--- src/rtl/uart_rx_fifo.sv ---
// ============================================================================
// uart_rx_fifo : edge-detected UART byte capture into a FWFT circular FIFO.
// Optional: define UART_RX_FIFO_OVF_CNT_EN to add the ovf_count output.
// Revision: 1.0
// ============================================================================
`default_nettype none

module uart_rx_fifo #(
  parameter int DEPTH_LOG2 = 4
) (
  input  logic                  clk,
  input  logic                  rst,
  input  logic [7:0]            rx_data,
  input  logic                  rx_ready,
  output logic [7:0]            out_data,
  output logic                  out_valid,
  input  logic                  out_ack,
  output logic [DEPTH_LOG2:0]   count,
  output logic                  full,
  output logic                  overflow,
  input  logic                  ovf_clr
`ifdef UART_RX_FIFO_OVF_CNT_EN
  ,
  output logic [7:0]            ovf_count
`endif
);

  localparam int DEPTH = 1 << DEPTH_LOG2;
  localparam logic [DEPTH_LOG2:0] PTR_ONE = {{DEPTH_LOG2{1'b0}}, 1'b1};

  logic [7:0]          mem [DEPTH];
  logic [DEPTH_LOG2:0] wr_ptr;
  logic [DEPTH_LOG2:0] rd_ptr;
  logic                rx_ready_q;
  logic                push;
  logic                pop;
  logic                wr_en;
  logic                drop;

  // Extra wrap bit distinguishes full from empty when the index bits match.
  assign count     = wr_ptr - rd_ptr;
  assign out_valid = (wr_ptr != rd_ptr);
  assign full      = (wr_ptr[DEPTH_LOG2] != rd_ptr[DEPTH_LOG2]) &&
                     (wr_ptr[DEPTH_LOG2-1:0] == rd_ptr[DEPTH_LOG2-1:0]);
  assign out_data  = out_valid ? mem[rd_ptr[DEPTH_LOG2-1:0]] : 8'h00;

  assign push  = rx_ready & ~rx_ready_q;
  assign pop   = out_ack & out_valid;
  // A simultaneous pop frees the head slot, so a full FIFO can still accept.
  assign wr_en = push & (~full | pop);
  assign drop  = push & full & ~pop;

  always_ff @(posedge clk) begin
    if (wr_en) begin
      mem[wr_ptr[DEPTH_LOG2-1:0]] <= rx_data;
    end
  end

  // rx_ready_q resets high so a byte pending across reset release is ignored.
  always_ff @(posedge clk or posedge rst) begin
    if (rst) begin
      wr_ptr     <= '0;
      rd_ptr     <= '0;
      rx_ready_q <= 1'b1;
      overflow   <= 1'b0;
    end else begin
      rx_ready_q <= rx_ready;
      if (wr_en) begin
        wr_ptr <= wr_ptr + PTR_ONE;
      end
      if (pop) begin
        rd_ptr <= rd_ptr + PTR_ONE;
      end
      if (drop) begin
        overflow <= 1'b1;
      end else if (ovf_clr) begin
        overflow <= 1'b0;
      end
    end
  end

`ifdef UART_RX_FIFO_OVF_CNT_EN
  always_ff @(posedge clk or posedge rst) begin
    if (rst) begin
      ovf_count <= 8'h00;
    end else if (drop) begin
      if (ovf_clr) begin
        ovf_count <= 8'h01;
      end else if (ovf_count != 8'hFF) begin
        ovf_count <= ovf_count + 8'd1;
      end
    end else if (ovf_clr) begin
      ovf_count <= 8'h00;
    end
  end
`endif

endmodule

`default_nettype wire

--- config.mk ---
export PLATFORM = sky130hd
export DESIGN_NAME = uart_rx_fifo
export DESIGN_NICKNAME = d
export VERILOG_FILES = /design/src/rtl/uart_rx_fifo.sv
export SDC_FILE = /design/constraint.sdc
export NUM_CORES = 1
export LEC_CHECK = 0
export ABC_AREA = 1
export BUFFER_PORTS_ARGS = -buffer_cell sky130_fd_sc_hd__clkbuf_2
export CORE_UTILIZATION = 46
export DETAILED_ROUTE_END_ITERATION = 12
export PLACE_DENSITY = 0.74
export SYNTH_ARGS = -nofsm -noshare
export SYNTH_HDL_FRONTEND = slang
export SYNTH_SLANG_ARGS = --single-unit
--- constraint.sdc ---
create_clock -name clk -period 3.2 [get_ports clk]
set_input_delay 0.16 -clock clk [delete_from_list [all_inputs] [get_ports clk]]
set_output_delay 0.16 -clock clk [all_outputs]
set_load 0.02 [all_outputs]
==> impl_metrics.ini <==
[sta]
fin_ws_ns = 0.378
setup_viol = 0
final_max_slew_viol_count = 0
period_share = 0.882
slew-limit-headroom = 0.444
skew_ns = 0.0117
worst_pin_slew_ns = 0.832
tns_ns = 0
worst_hold_slack_ns = 0.0234
rsz0062_at_grt = no
hold_viol = 0
fin_crit_ns = 2.82
clock.fmax_mhz = 354

[cells_and_area]
antennaDiodeCount = 0
nets = 699
final_common_cell = nand2_1
final_layout_size_suffix_gt1_frac = 0.106
n_fill_cell = 1125
final_cell_mix = 238 x nand2_1, 128 x edfxtp_1, 103 x inv_1, 74 x nand3_1, 28 x clkbuf_2
syn2layout_area_growth_pct = 15.2

[die]
fp.coreArea_mm2 = 0.0133
die_h_um = 120
start_util = 0.477
io_pins = 29
rows = 42
dieWidth_um = 120
die_area_mm2 = 0.0143

[clock_tree]
insertion_delay_ns = 0.43
postCtsSetupBuffers = 0
cts_buffers = 17
cts_hold_buf = 3
cts_tree = done
clk_pin_slew_worst_paths_ns = 0.06
clockRootBuffer = clkbuf_16
max-clock-path-buffers = 2
postCtsResizedCells = 0
cts_sinks = 140
cts_max_level = 4

[synthesis]
synth_ff_type = edfxtp_1
synth_area_per_cell_um2 = 9.91
syn-instance-count = 642
ys_seq_area_frac = 0.652
synth_edf_count = 128
syn_nets = 665
yosys_warnings = 0
synth.cell_area_mm2 = 0.00636
synth.distinct_cells = 26
async_flop_share = 0.0857
synth_seq_cells = 140

[setup_path]
cp_data_required_time_ns = 3.04
rr_startpoint = rd_ptr[2]
critPathKind = reg2out
crit_path_end_kind = primary output
ff2ff_path_depth = 9
worst-path-max-fanout = 12
regToRegSetupSlack_ns = 0.39
crit-reg2reg-capture = mem[10][4]
cp_data_arrival_time_ns = 2.66
start_kind = register

[power_and_ir_drop]
p_leak_uw = 0.00324
power.share.clock = 0.307
power_frac_comb = 0.376
switching_share = 0.383
p_int_uw = 4370
vdd_drop_max_mv = 0.970
p_per_area_mw_per_mm2 = 967
power_frac_seq = 0.317
p_switching_uw = 2720

[routing]
wl_per_cell_um = 16.4
wl_um = 14200
first_iter_violations = 409
vias = 4400
antenna_left = 0
firstDrtPassIters = 5
vias_per_cell = 5.09
drc = 0

[run]
drv_cap = 0

[placement]
place.gp.congestion = 0.916
dpl.hpwl_um = 9410
io_buffers = 28
pre_cts_ws_ns = 0.452

[grt]
grt-ovfl-total = 0
top_usage_layer = met2
use_met3 = 0.0646
grt_pass1_vias = 4368
met1_usage = 0.284
grt_use_met2 = 0.328
grt_usage = 0.217
grt_pass1_wl_um = 22700
antenna_found_initial = 0
grt_max_degree = 67

[status]
status = finished clean

[min_path]
min_to = rd_ptr[3]
hold_start = out_ack
hold_class = in2reg
hold_depth = 3
cell families (layout without fill, tap and decap cells):
kind of cell | Yosys count | in the layout | synth area share
adder cells (fa/ha/maj) | 10 | 10 | 0.0208
flip-flops | 140 | 140 | 0.652
XOR/XNOR | 10 | 10 | 0.0149
AND/OR/NAND/NOR | 335 | 335 | 0.216
buffers and inverters | 131 | 178 | 0.0842
AO/OA/AOI/OAI | 16 | 16 | 0.0126
power by group through the flow:
stage	clock network, uW	logic (uW)	registers [uW]
6_report	2170	2660	2250
5_1_grt	2270	2910	2270
4_1_cts	2200	2630	2250
3_5_place_dp	0	2610	2280
3_3_place_gp	0	2570	2280
2_1_floorplan	0	1890	2250
synth_stat cells (all sizes together), types with 3 or more instances:
library cell  instances  area (um^2)
nand2               240          911
edfxtp              128         3840
inv                 106          398
nand3                74          370
buf                  20          119
nor2                 17         71.3
a21oi                11         55.1
dfrtp                11          275
ha                    9          113
xor2                  8         70.1
o21ai                 5         25.0
clkbuf                3         11.3
nor3                  3         15.0
metal layers:
| metal | up-vias | share of wire |
|---|---|---|
| li1 | 2114 | - |
| met1 | 2019 | 0.43 |
| met2 | 228 | 0.46 |
| met3 | 39 | 0.087 |
| met4 | 0 | 0.029 |
| met5 | - | 0 |
worst max-delay path, cell delays in order (launching register included):
cell and delay [ns]:
dfrtp_1 0.57, inv_2 0.18, ha_1 0.38, nand4_1 0.17, inv_1 0.06, nand2_1 0.17
inv_1 0.18, a21oi_1 0.30, clkbuf_2 0.23
worst max path at each step:
stage               from          end  slack [ns]  cells after the start
5_1_grt        rd_ptr[2]   mem[10][4]        0.23                      9
6_report       rd_ptr[2]  out_data[7]        0.38                      8
3_3_place_gp   rd_ptr[2]   mem[10][3]        0.56                      9
4_1_cts        rd_ptr[2]   mem[10][4]        0.44                      9
2_1_floorplan  rd_ptr[1]    mem[7][0]        0.72                      9
3_5_place_dp   rd_ptr[2]   mem[10][4]        0.45                      9
metrics by stage:
step                      instance area [um^2]  instances  utilization  total power, uW
after floorplan                           6360        642            -             4140
after global placement                    6650        830        0.498             4840
after detailed placement                  6650        830        0.498             4890
after CTS                                 7330        865        0.549             7070
after global routing                      7330        865        0.549             7450
final                                     7330        865        0.549             7090
final cells by class:
type / instances / area [um^2] / area share
inverter: 108 / 405 / 0.0553
tap: 176 / 220 / 0.0300
sequential: 140 / 4150 / 0.566
clock buffer: 20 / 437 / 0.0596
timing repair buffer: 38 / 223 / 0.0304
clock inverter: 12 / 219 / 0.0299
multi-input combinational: 371 / 1680 / 0.229
state kept, by name, summed over array words and instances (netlist names):
register,count
mem,128
rd_ptr,5
rx_ready_q,1
overflow,1
wr_ptr,5
Note: power is estimated with default switching activity, not from simulation.
